--- config.mk ---
export PLATFORM = sky130hd
export DESIGN_NAME = sr_semaphore_ctrl_flat
export DESIGN_NICKNAME = d
export VERILOG_FILES = /design/src/rtl/sr_semaphore_if.sv /design/src/rtl/sr_semaphore_ctrl.sv /design/src/flat_wrapper.sv
export SDC_FILE = /design/constraint.sdc
export NUM_CORES = 1
export LEC_CHECK = 0
export CELL_PAD_IN_SITES_DETAIL_PLACEMENT = 1
export CELL_PAD_IN_SITES_GLOBAL_PLACEMENT = 1
export CORE_UTILIZATION = 37
export CTS_BUF_LIST = sky130_fd_sc_hd__clkbuf_4
export DETAILED_ROUTE_END_ITERATION = 10
export GPL_ROUTABILITY_DRIVEN = 0
export PLACE_DENSITY = 0.81
export SETUP_SLACK_MARGIN = 0.3
export SLEW_MARGIN = 30
export SYNTH_ARGS = -nofsm -noshare
export SYNTH_HDL_FRONTEND = slang
export SYNTH_SLANG_ARGS = --single-unit
--- constraint.sdc ---
create_clock -name clk -period 1.61 [get_ports clk]
set_input_delay 0.161 -clock clk [delete_from_list [all_inputs] [get_ports clk]]
set_output_delay 0.161 -clock clk [all_outputs]
set_load 0.01 [all_outputs]
--- src/rtl/sr_semaphore_if.sv ---
// sr_semaphore_if: request/acknowledge bundle between requesters (master) and the semaphore (slave)
//   req[3:0]   per-requester request strobe
//   op[3:0]    per-requester operation, 1 = acquire, 0 = release
//   gnt[3:0]   one-hot one-cycle acknowledge
//   busy       semaphore flag, 1 while locked
//   owner[1:0] index of current holder
//   sr[1:0]    latch drive code: 01 set, 10 reset, 11 hold
//   err        one-cycle pulse on an illegal release
//   timeout    one-cycle pulse on a forced release
interface sr_semaphore_if;
    logic [3:0] req;
    logic [3:0] op;
    logic [3:0] gnt;
    logic       busy;
    logic [1:0] owner;
    logic [1:0] sr;
    logic       err;
    logic       timeout;
    modport master (output req, op, input gnt, busy, owner, sr, err, timeout);
    modport slave  (input req, op, output gnt, busy, owner, sr, err, timeout);
endinterface

--- src/rtl/sr_semaphore_ctrl.sv ---
// sr_semaphore_ctrl: 4-requester round-robin semaphore driving an SR-latch style set/reset code
//   clk   rising-edge clock
//   rst_n asynchronous active-low reset
//   bus   sr_semaphore_if.slave: req/op in; gnt/busy/owner/sr/err/timeout out (all registered)
//   HOLD_MAX: locked cycles before a forced release, 0 disables the timeout
module sr_semaphore_ctrl #(
    parameter int HOLD_MAX = 255
) (
    input logic           clk,
    input logic           rst_n,
    sr_semaphore_if.slave bus
);
    typedef enum logic {FREE, LOCKED} state_t;
    state_t     state, state_n;
    logic [3:0] acq, rel, gnt_n;
    logic [1:0] rr_ptr, rr_n, win, owner_n, sr_n;
    logic [7:0] hold_cnt, hold_n;
    logic       err_n, to_n;
    assign acq = bus.req & bus.op;
    assign rel = bus.req & ~bus.op;
    // descending scan so the acquirer closest above rr_ptr is the last one written
    always_comb begin
        win = rr_ptr;
        for (int k = 3; k >= 0; k--)
            if (acq[rr_ptr + 2'(k)]) win = rr_ptr + 2'(k);
    end
    always_comb begin
        state_n = state;
        gnt_n   = 4'b0000;
        owner_n = bus.owner;
        sr_n    = 2'b11;
        err_n   = 1'b0;
        to_n    = 1'b0;
        rr_n    = rr_ptr;
        hold_n  = hold_cnt;
        if (state == FREE) begin
            err_n = |rel;
            if (|acq) begin
                state_n = LOCKED;
                gnt_n   = 4'b0001 << win;
                owner_n = win;
                sr_n    = 2'b01;
                hold_n  = 8'd0;
                rr_n    = win + 2'd1;
            end
        end else begin
            // acquires are ignored while locked; only releases matter here
            err_n = |(rel & ~(4'b0001 << bus.owner));
            if (rel[bus.owner]) begin
                state_n = FREE;
                gnt_n   = 4'b0001 << bus.owner;
                sr_n    = 2'b10;
            end else if (HOLD_MAX != 0 && hold_cnt == 8'(HOLD_MAX)) begin
                state_n = FREE;
                sr_n    = 2'b10;
                to_n    = 1'b1;
            end else begin
                hold_n = hold_cnt + {7'd0, hold_cnt != 8'hff};
            end
        end
    end
    always_ff @(posedge clk or negedge rst_n) begin
        if (!rst_n) begin
            state       <= FREE;
            rr_ptr      <= 2'd0;
            hold_cnt    <= 8'd0;
            bus.gnt     <= 4'b0000;
            bus.busy    <= 1'b0;
            bus.owner   <= 2'd0;
            bus.sr      <= 2'b10;
            bus.err     <= 1'b0;
            bus.timeout <= 1'b0;
        end else begin
            state       <= state_n;
            rr_ptr      <= rr_n;
            hold_cnt    <= hold_n;
            bus.gnt     <= gnt_n;
            bus.busy    <= state_n == LOCKED;
            bus.owner   <= owner_n;
            bus.sr      <= sr_n;
            bus.err     <= err_n;
            bus.timeout <= to_n;
        end
    end
endmodule
--- src/flat_wrapper.sv ---
// flat-port wrapper written by rule: the top's interface ports become plain ports
module sr_semaphore_ctrl_flat 
#(
    parameter int HOLD_MAX = 255
)
  (clk, rst_n, bus_req, bus_op, bus_gnt, bus_busy, bus_owner, bus_sr, bus_err, bus_timeout);
  sr_semaphore_if bus_i ();
  input logic clk;
  input logic rst_n;
  input wire logic [$bits(bus_i.req)-1:0] bus_req;
  input wire logic [$bits(bus_i.op)-1:0] bus_op;
  output wire logic [$bits(bus_i.gnt)-1:0] bus_gnt;
  output wire logic [$bits(bus_i.busy)-1:0] bus_busy;
  output wire logic [$bits(bus_i.owner)-1:0] bus_owner;
  output wire logic [$bits(bus_i.sr)-1:0] bus_sr;
  output wire logic [$bits(bus_i.err)-1:0] bus_err;
  output wire logic [$bits(bus_i.timeout)-1:0] bus_timeout;
  assign bus_i.req = bus_req;
  assign bus_i.op = bus_op;
  assign bus_gnt = bus_i.gnt;
  assign bus_busy = bus_i.busy;
  assign bus_owner = bus_i.owner;
  assign bus_sr = bus_i.sr;
  assign bus_err = bus_i.err;
  assign bus_timeout = bus_i.timeout;
  sr_semaphore_ctrl #(.HOLD_MAX(HOLD_MAX)) u_core (.clk(clk), .rst_n(rst_n), .bus(bus_i));
endmodule
# [After elaboration in Yosys (flattened, before gate mapping)]
# Index checks and enable logic that the tools add are counted.
[totals] regBits=21 inputBits=10 output_inout_bits=11 wordCells=69
[op_classes] n_addsub=5 n_lt_le_gt_ge=5 n_eq_ne=4 n_shift=2 muxes=33 bitwise=6 n_reduce_logical=6
[ops] cell="8-bit 2-to-1 mux" n=4
[ops] cell="2-bit by 3-bit less-than comparator with 1-bit output (second input constant)" n=5
[ops] cell="1-bit 2-to-1 mux" n=14
[ops] cell="2-bit 2-to-1 mux" n=7
[ops] cell="4-bit AND" n=3
[ops] cell="4-bit 2-to-1 mux" n=3
[ops] cell="4-bit OR reduction" n=3
[ops] cell="1-bit binary-select mux with 2-bit select" n=5
[ops] cell="8-bit by 1-bit adder with 8-bit output" n=1
[ops] cell="8-bit equality test (second input constant)" n=1
[ops] cell="8-bit != test (second input constant)" n=1
[ops] cell="4-bit inverter" n=2
[ops] cell="1-bit by 2-bit left shift with 4-bit output (first input constant)" n=2
[ops] cell="2-bit by 1-bit adder with 2-bit output (second input constant)" n=2
[ops] cell="2-bit adder (second input constant)" n=2
[ops] cell="2-bit != test (second input constant)" n=2
[ops] cell="3-bit AND reduction" n=1
[ops] cell="2-bit AND reduction" n=1
[ops] cell="2-bit nonzero test" n=1
[ops] cell="1-bit inverter" n=1

# [Logic depth before layout (Yosys ltp)]
# Gate-level depths: netlist of the first run.
[logic_depth] depth_word=10 mapped_depth=9 mapped_depth_nobuf=9

# [Worst setup path after synthesis of the first run]
# OpenSTA, ideal clock, no wires.
[synth_path] path_type="reg2reg" startpoint="register u_core.hold_cnt[3]" endpoint="register u_core.hold_cnt[6]" setup_ps=132 t_arrival_ps=1648 required_time_ps=1478 slack_ps=-170 path_stages_with_launch=10 path_buffers=0 synth_period_minus_slack_ps=1780 path_cell_list="dfrtp_1 nand4_1 nor2_1 inv_1 ha_1 ha_1 o2111ai_1 nor3_1 xnor2_1 nor2_1"
[synth_between] elab_chain_len=5 word_cells_on_any_way=8 classes_between="1 x add/sub; 3 x eq/ne; 3 x mux; 1 x reduce/logical"
[synth_rtl] element="from (decl)" line="sr_semaphore_ctrl.sv:17" source="logic [7:0] hold_cnt, hold_n;"
[synth_rtl] element="from (signal assigned)" line="sr_semaphore_ctrl.sv:76" source="hold_cnt <= hold_n;"
[synth_rtl] element="8-bit != test" line="sr_semaphore_ctrl.sv:58" source="hold_n = hold_cnt + {7'd0, hold_cnt != 8'hff};"
[synth_rtl] element="8-bit by 1-bit adder with 8-bit output" line="sr_semaphore_ctrl.sv:58"
[synth_rtl] element="8-bit 2-to-1 mux" line="sr_semaphore_ctrl.sv:53" source="end else if (HOLD_MAX != 0 && hold_cnt == 8'(HOLD_MAX)) begin"
[synth_rtl] element="8-bit 2-to-1 mux" line="sr_semaphore_ctrl.sv:49" source="if (rel[bus.owner]) begin"
[synth_rtl] element="8-bit 2-to-1 mux" line="sr_semaphore_ctrl.sv:36" source="if (state == FREE) begin"
# Several ways; a longest one is shown, not always the timed one. The select of a mux whose other input is x is not followed.
# A chain may end at the register's enable or synchronous reset.

# [Final worst setup path of the first run]
# Ends and elaborated chain as after synthesis.

==> flow_summary.json, run 1 <==
{
  "post-place-cells": 219,
  "worstPathBufferInverterCount": 1,
  "max_capacitance_violation_count": 0,
  "fin_nets": 217,
  "cts_max_level": 1,
  "grt_pass1_vias": 1498,
  "finish.utilization": 0.7373,
  "violations": "design-rule violations, negative setup slack",
  "insertion_delay_ps": 330,
  "number_of_antenna_violations_at_the_first_check_in_global_routing": 0,
  "num_antenna_cells": 0,
  "ratio_of_final_minimum_period_to_clock_period": 1.293,
  "switching_power_mw": 1.449,
  "ys_warn_count": 0,
  "timing.final.max_slew_violations": 0,
  "post-dp-hpwl_um": 3114,
  "startpoint_of_the_lowest_slack_register_to_register_path": "u_core.hold_cnt[3]$_DFFE_PN0P_",
  "routedWlPerCell_um": 28.05,
  "timing_hold_violations_final": 0,
  "cts_tree": "done",
  "clock_sink_count": 21,
  "synthTopCellsByArea": "dfrtp_1 (43%), nand2_1 (6.5%), nand4_1 (2.7%)",
  "antenna_violating_nets_post_route": 0,
  "grt_setup_unrepaired": "true",
  "proportion_of_synthesized_chip_area_in_sequential_cells": 0.4532,
  "p_comb_frac": 0.631,
  "cpMaxStageDelayCell": "dfrtp_1",
  "status": "finished with violations",
  "die_h_um": 58.05,
  "grt_max_degree": 22,
  "power_density_mw_per_mm2": 1475,
  "worst_ir_drop_vdd_uv": 948.0,
  "netlist_area_mm2": 0.001162,
  "power.leakage_nw": 1.037,
  "dr.first_iter.drc_count": 140,
  "floorplan.initialDensity": 0.4041,
  "max-clock-path-buffers": 2,
  "synthArstFlopShare": 1.000,
  "crit_path_start_kind": "register",
  "wire_length_of_the_first_global_routing_pass_um": 7859,
  "timing_worst_setup_path_type": "register to register",
  "ctsHoldBuffers": 0,
  "ctsRootBufferMaster": "clkbuf_4",
  "die-width_um": 58.05,
  "clock_buffer_count_from_cts": 3,
  "max_stage_delay_ps": 440,
  "power.internal_mw": 1.679,
  "timing.fmax_ghz": 0.4804,
  "worst_path_dominant_cell_family": "simple AND/OR/NAND/NOR gates",
  "clk_pin_slew_worst_paths_ps": 140,
  "place.port_buffers": 20,
  "detail_route.drc_violations": 3,
  "grt_use_total": 0.3197,
  "sum_of_overflow_across_all_layers_after_global_routing": 0,
  "max_slew.worst_pin.slew_ps": 435.3,
  "clock_power_share": 0.095,
  "n_fill_cell": 284,
  "clock-skew-final_ps": 4.442,
  "design.die.area_mm2": 0.003370,
  "worst_setup_startpoint": "u_core.hold_cnt[3]$_DFFE_PN0P_",
  "worst_hold_path_type": "primary input to async pin",
  "finalSetupViolations": 11,
  "switching_share_of_power": 0.4632,
  "finalWorstPathRequiredPeriod_ps": 2082,
  "total_via_count_in_the_routed_design": 1581,
  "postLayoutSetupSlackWorst_ps": -471.5,
  "design.portCount": 21,
  "synth.net_count": 133,
  "synthDominantCellAreaShare": 0.4306,
  "synthCells": 121,
  "cp.required_ps": 1850,
  "timing.critical_path.to_type": "register",
  "std_cell_rows": 19,
  "syn_avg_cell_area_um2": 9.606,
  "timing.critical_path.cells": "nand4_1, nor2_2, inv_2, ha_4, ha_2, o2111ai_1, nor3_1, xnor2_1, nor2_1",
  "stdcell_count": 246,
  "timing.critical_path.fanout_max": 2,
  "pre_cts_slack_ps": -465.5,
  "synth-seq-cells": 21,
  "core_area_mm2": 0.002877,
  "area.growth.synth_to_final_pct": 82.45,
  "drive_gt1_frac": 0.5637,
  "yosys.cell_types.count": 42,
  "first_pass_detailed_route_iteration_total": 8,
  "synth.largest_area_cell": "dfrtp_1",
  "critPathArrivalTime_ps": 2330,
  "synth_top_flop_cell": "dfrtp_1",
  "seq_power_share": 0.274,
  "timing.slew.headroom": 0.7076,
  "via_per_inst": 6.427,
  "number_of_enable_flip_flop_cells_after_synthesis": 0,
  "postRouteWirelength_um": 6901
}
[metrics by stage]
| stage | hold WS [ps] | instance area (um2) | setup TNS, ps | total power [mW] |
|---|---|---|---|---|
| after global routing | 200.6 | 2121 | -2734 | 3.211 |
| after floorplan | -134.6 | 1217 | -412.0 | 1.506 |
| after global placement | 526.0 | 1729 | -4726 | 2.030 |
| after detailed placement | 540.1 | 1729 | -6859 | 2.150 |
| final | 187.5 | 2121 | -2456 | 3.128 |
| after CTS | 198.8 | 1892 | -430.6 | 2.554 |
[what timing repair did]
| item | 4_1_cts | 5_1_grt |
|---|---|---|
| resized for setup | 44 | 40 |
| hold endpoints to repair | 0 | 0 |
| gates cloned | 0 | 1 |
| pin swaps | 18 | 16 |
| setup endpoints to repair | 32 | 24 |
| buffers inserted | 6 | 16 |
[placed cells by master (no fill, tap or decap), types with 2 or more instances in the layout]
cell type / count
buf_4: 54
o22ai_2: 2
mux2i_1: 3
o32ai_1: 2
o22ai_1: 2
nand2_1: 12
a22oi_2: 2
nand2_2: 4
nor3_1: 2
a21oi_2: 2
o21a_1: 2
nand2_4: 4
nor2_2: 2
xnor2_1: 3
clkbuf_2: 2
dfrtp_2: 2
inv_2: 3
a222oi_1: 2
nand4_1: 5
nor2_1: 4
clkinv_2: 2
o21ai_2: 5
nand3_1: 2
dfrtp_1: 18
clkbuf_4: 3
buf_6: 10
dlygate4sd2_1: 9
dlymetal6s2s_1: 7
nor2b_1: 4
[flip-flops by register name, indices dropped and copies added, names as in the netlist]
name / cells
u_core.bus.busy: 1
u_core.bus.err: 1
u_core.bus.gnt: 4
u_core.bus.owner: 2
u_core.bus.sr: 2
u_core.bus.timeout: 1
u_core.hold_cnt: 8
u_core.rr_ptr: 2
[worst paths after layout]
check	slack [ps]	depth (start not counted)	end
max	-470	9	u_core.hold_cnt[6]$_DFFE_PN0P_
min	190	2	u_core.bus.err$_DFF_PN0_
max reg2reg	-470	9	u_core.hold_cnt[6]$_DFFE_PN0P_
min reg2reg	670	2	u_core.rr_ptr[0]$_DFFE_PN0P_
max in group asynchronous	1140	2	u_core.bus.sr[1]$_DFF_PN1_
min in group clk	290	4	u_core.bus.gnt[0]$_DFF_PN0_
[metal layers]
| layer | track usage | up-vias | share of wire | wire length, um |
|---|---|---|---|---|
| met5 | 0 | - | 0 | 0 |
| met4 | 0.1565 | 0 | 0.076 | 522 |
| met3 | 0.06027 | 51 | 0.088 | 604 |
| met2 | 0.5353 | 131 | 0.46 | 3178 |
| met1 | 0.3944 | 779 | 0.38 | 2595 |
| li1 | - | 620 | - | - |
[cells by family (layout without fill, tap and decap cells)]
family                   Yosys count  after routing  synth area share
multiplexers                       4              4           0.04521
AND/OR/NAND/NOR                   50             50            0.2271
XOR/XNOR                           3              3           0.02261
AO/OA/AOI/OAI                     32             32            0.1970
adder cells (fa/ha/maj)            2              2           0.02153
flip-flops                        21             21            0.4532
buffers and inverters              9             92           0.03336
[Yosys cell counts, types with 2 or more instances]
| cell type | number |
|---|---|
| dfrtp_1 | 20 |
| nand2_1 | 20 |
| nor2_1 | 6 |
| nand4_1 | 5 |
| o21ai_0 | 5 |
| a21oi_1 | 4 |
| buf_2 | 4 |
| inv_1 | 4 |
| nor2b_1 | 4 |
| o22ai_1 | 4 |
| mux2i_1 | 3 |
| nor3_1 | 3 |
| xnor2_1 | 3 |
| a222oi_1 | 2 |
| a22oi_1 | 2 |
| and3_1 | 2 |
| ha_1 | 2 |
| nand3_1 | 2 |
| o21a_1 | 2 |
| o32ai_1 | 2 |
[power by group through the flow]
stage	clock network [mW]	logic (mW)	registers, mW
4_1_cts	0.274	1.47	0.811
3_5_place_dp	0	1.34	0.808
3_3_place_gp	0	1.24	0.794
6_report	0.297	1.97	0.858
5_1_grt	0.311	2.04	0.861
2_1_floorplan	0	0.662	0.844
[cell type report]
cell class,count,area (um2),share of cell area
flip-flops and latches,21,529.3,0.2496
repair buffers,83,704.4,0.3322
clock inverters,1,5.005,0.002360
multi-input cells,91,782.0,0.3687
clock buffers,3,22.52,0.01062
well taps,42,52.55,0.02478
repair inverters,1,5.005,0.002360
inverters,4,20.02,0.009440
(Power assumes the default switching activity.)
==> run 2: changes to the inputs <==
--- a/config.mk
+++ b/config.mk
@@ -7,11 +7,12 @@
 export LEC_CHECK = 0
 export CELL_PAD_IN_SITES_DETAIL_PLACEMENT = 1
 export CELL_PAD_IN_SITES_GLOBAL_PLACEMENT = 1
-export CORE_UTILIZATION = 37
+export CORE_MARGIN = 10
+export CORE_UTILIZATION = 44
 export CTS_BUF_LIST = sky130_fd_sc_hd__clkbuf_4
 export DETAILED_ROUTE_END_ITERATION = 10
 export GPL_ROUTABILITY_DRIVEN = 0
-export PLACE_DENSITY = 0.81
+export PLACE_DENSITY = 0.9
 export SETUP_SLACK_MARGIN = 0.3
 export SLEW_MARGIN = 30
 export SYNTH_ARGS = -nofsm -noshare
==> constraint.sdc (replaced) <==
create_clock -name clk -period 2.5 [get_ports clk]
set_input_delay 0.25 -clock clk [delete_from_list [all_inputs] [get_ports clk]]
set_output_delay 0.25 -clock clk [all_outputs]
set_load 0.01 [all_outputs]
==> flow_summary.json, run 2 (synthesis results as in run 1) <==
{
  "status": "completed",
  "die-width_um": 71.40,
  "total_via_count_in_the_routed_design": 1072,
  "timing.final.max_slew_violations": 0,
  "timing.critical_path.fanout_max": 6,
  "num_antenna_cells": 0,
  "startpoint_of_the_lowest_slack_register_to_register_path": "u_core.hold_cnt[3]$_DFFE_PN0P_",
  "timing.reg2reg.worst_path_depth": 9,
  "design.portCount": 21,
  "number_of_antenna_violations_at_the_first_check_in_global_routing": 0,
  "core_area_mm2": 0.002500,
  "registers.top_by_ff_count": "u_core.hold_cnt",
  "postRouteWirelength_um": 3483,
  "place.port_buffers": 20,
  "ratio_of_final_minimum_period_to_clock_period": 0.8171,
  "max-clock-path-buffers": 2,
  "via_per_inst": 6.197,
  "die_h_um": 71.40,
  "area.growth.synth_to_final_pct": 23.36,
  "worst_hold_path_type": "primary input to async pin",
  "grt_setup_unrepaired": "false",
  "power_density_mw_per_mm2": 930.5,
  "std_cell_rows": 18,
  "ctsHoldBuffers": 0,
  "timing.slew.headroom": 0.6330,
  "r2r_slack_ps": 460,
  "power.leakage_nw": 0.6030,
  "critical-path-top-cell-by-count": "nand4_1",
  "layout.cell_area.non_filler_mm2": 0.001434,
  "wire_length_of_the_first_global_routing_pass_um": 5685,
  "path_depth": 9,
  "ctsRootBufferMaster": "clkbuf_4",
  "fin_nets": 156,
  "max_slew.worst_pin.slew_ps": 550.4,
  "dr.first_iter.drc_count": 118,
  "clk_pin_slew_worst_paths_ps": 120,
  "detail_route.drc_violations": 0,
  "finalWorstPathRequiredPeriod_ps": 2043,
  "insertion_delay_ps": 310,
  "cp.required_ps": 2690,
  "max_stage_delay_ps": 460,
  "finish.utilization": 0.5736,
  "drive_gt1_frac": 0.08392,
  "crit_path_start_kind": "register",
  "antenna_violating_nets_post_route": 0,
  "clock_sink_count": 21,
  "worstPathBufferInverterCount": 1,
  "max_capacitance_violation_count": 0,
  "design.die.area_mm2": 0.005097,
  "timing_worst_setup_path_type": "register to register",
  "routedWlPerCell_um": 20.13,
  "setup_total_negative_slack_ps": 0,
  "cpMaxStageDelayCell": "dfrtp_1",
  "worst_path_dominant_cell_family": "simple AND/OR/NAND/NOR gates",
  "grt_use_total": 0.1354,
  "grt_max_degree": 22,
  "finalSetupViolations": 0,
  "clock_buffer_count_from_cts": 3,
  "post_dp_cell_area_mm2": 0.001391,
  "timing_hold_violations_final": 0,
  "cts_tree": "done",
  "worst_ir_drop_vdd_uv": 495.9,
  "reg.largest.list": "u_core.hold_cnt x8, u_core.bus.gnt x4",
  "floorplan.initialDensity": 0.4650,
  "timing.fmax_ghz": 0.4895,
  "layout_common_cells": "nand2_1 (20), clkdlybuf4s50_1 (20), dfrtp_1 (20)",
  "first_pass_detailed_route_iteration_total": 4,
  "critPathArrivalTime_ps": 2240,
  "cts_max_level": 1,
  "timing.critical_path.cells": "nand4_1, nor2_4, inv_1, ha_1, and3_1, nand4_1, nor3_1, xnor2_1, nor2_1",
  "r2r-end": "u_core.hold_cnt[5]$_DFFE_PN0P_",
  "grt_pass1_vias": 1125,
  "timing.critical_path.to_type": "register",
  "sum_of_overflow_across_all_layers_after_global_routing": 0,
  "post-dp-hpwl_um": 2592,
  "clock-skew-final_ps": 0.8515,
  "largest_reg_flops": 8
}
[run 2: cell types whose count changed in the layout (fill, tap and decap cells not counted), sizes merged]
cell,previous run,this run
buf,64,3
clkbuf,5,3
clkdlybuf4s50,1,20
clkinv,3,1
dlygate4sd2,9,0
dlymetal6s2s,7,0
inv,3,4
[run 2: worst reg2reg max path, cell delays in order (launching register included)]
cell and delay, ps:
dfrtp_1 460, nand4_1 270, nor2_4 230, inv_1 90, ha_1 220, and3_1 230, nand4_1 110, nor3_1 70
xnor2_1 180, nor2_1 70
[run 2: how the worst max path moves through the flow]
stage / startpoint / end
floorplan: u_core.hold_cnt[3]$_DFFE_PN0P_ / u_core.hold_cnt[6]$_DFFE_PN0P_
CTS: u_core.hold_cnt[3]$_DFFE_PN0P_ / u_core.hold_cnt[6]$_DFFE_PN0P_
global placement: bus_req[3] / u_core.hold_cnt[1]$_DFFE_PN0P_
global route: u_core.hold_cnt[2]$_DFFE_PN0P_ / u_core.hold_cnt[6]$_DFFE_PN0P_
detailed placement: bus_req[3] / u_core.hold_cnt[1]$_DFFE_PN0P_
finish: u_core.hold_cnt[3]$_DFFE_PN0P_ / u_core.hold_cnt[5]$_DFFE_PN0P_
[run 2: layout make-up]
cell class	instances	area (um2)
Inverter	4	15.01
Tap cell	30	37.54
Fill cell	279	1066
Clock buffer	3	22.52
Sequential cell	21	526.8
Multi-Input combinational cell	91	604.3
Timing Repair Buffer	23	222.7
Clock inverter	1	5.005
[run 2: per-layer routing]
metal / up-vias / part of all wire / GRT usage
li1: 499 / - / -
met5: - / 0 / 0
met1: 543 / 0.41 / 0.1572
met3: 5 / 0.046 / 0.02755
met2: 25 / 0.54 / 0.2402
met4: 0 / 0.011 / 0.04516
[run 2: per-stage QoR]
| stage | instances | setup WS, ps | hold WS [ps] | total power [mW] |
|---|---|---|---|---|
| after detailed placement | 168 | 226.1 | 543.4 | 1.168 |
| after floorplan | 121 | 720.1 | -45.59 | 0.9114 |
| after global placement | 168 | 361.9 | 522.7 | 1.120 |
| final | 173 | 457.2 | 264.8 | 1.334 |
| after global routing | 173 | 300.5 | 274.1 | 1.432 |
| after CTS | 172 | 393.2 | 265.2 | 1.342 |
[run 2: what timing repair did]
action	in CTS	in global routing
resized for setup	0	2
setup endpoints to repair	0	4
buffers inserted	0	1
[run 2: report_power, final]
group,internal [mW],switching [mW],leakage [nW]
logic,0.274,0.295,0.321
registers,0.444,0.152,0.264
clock network,0.0599,0.108,0.0177
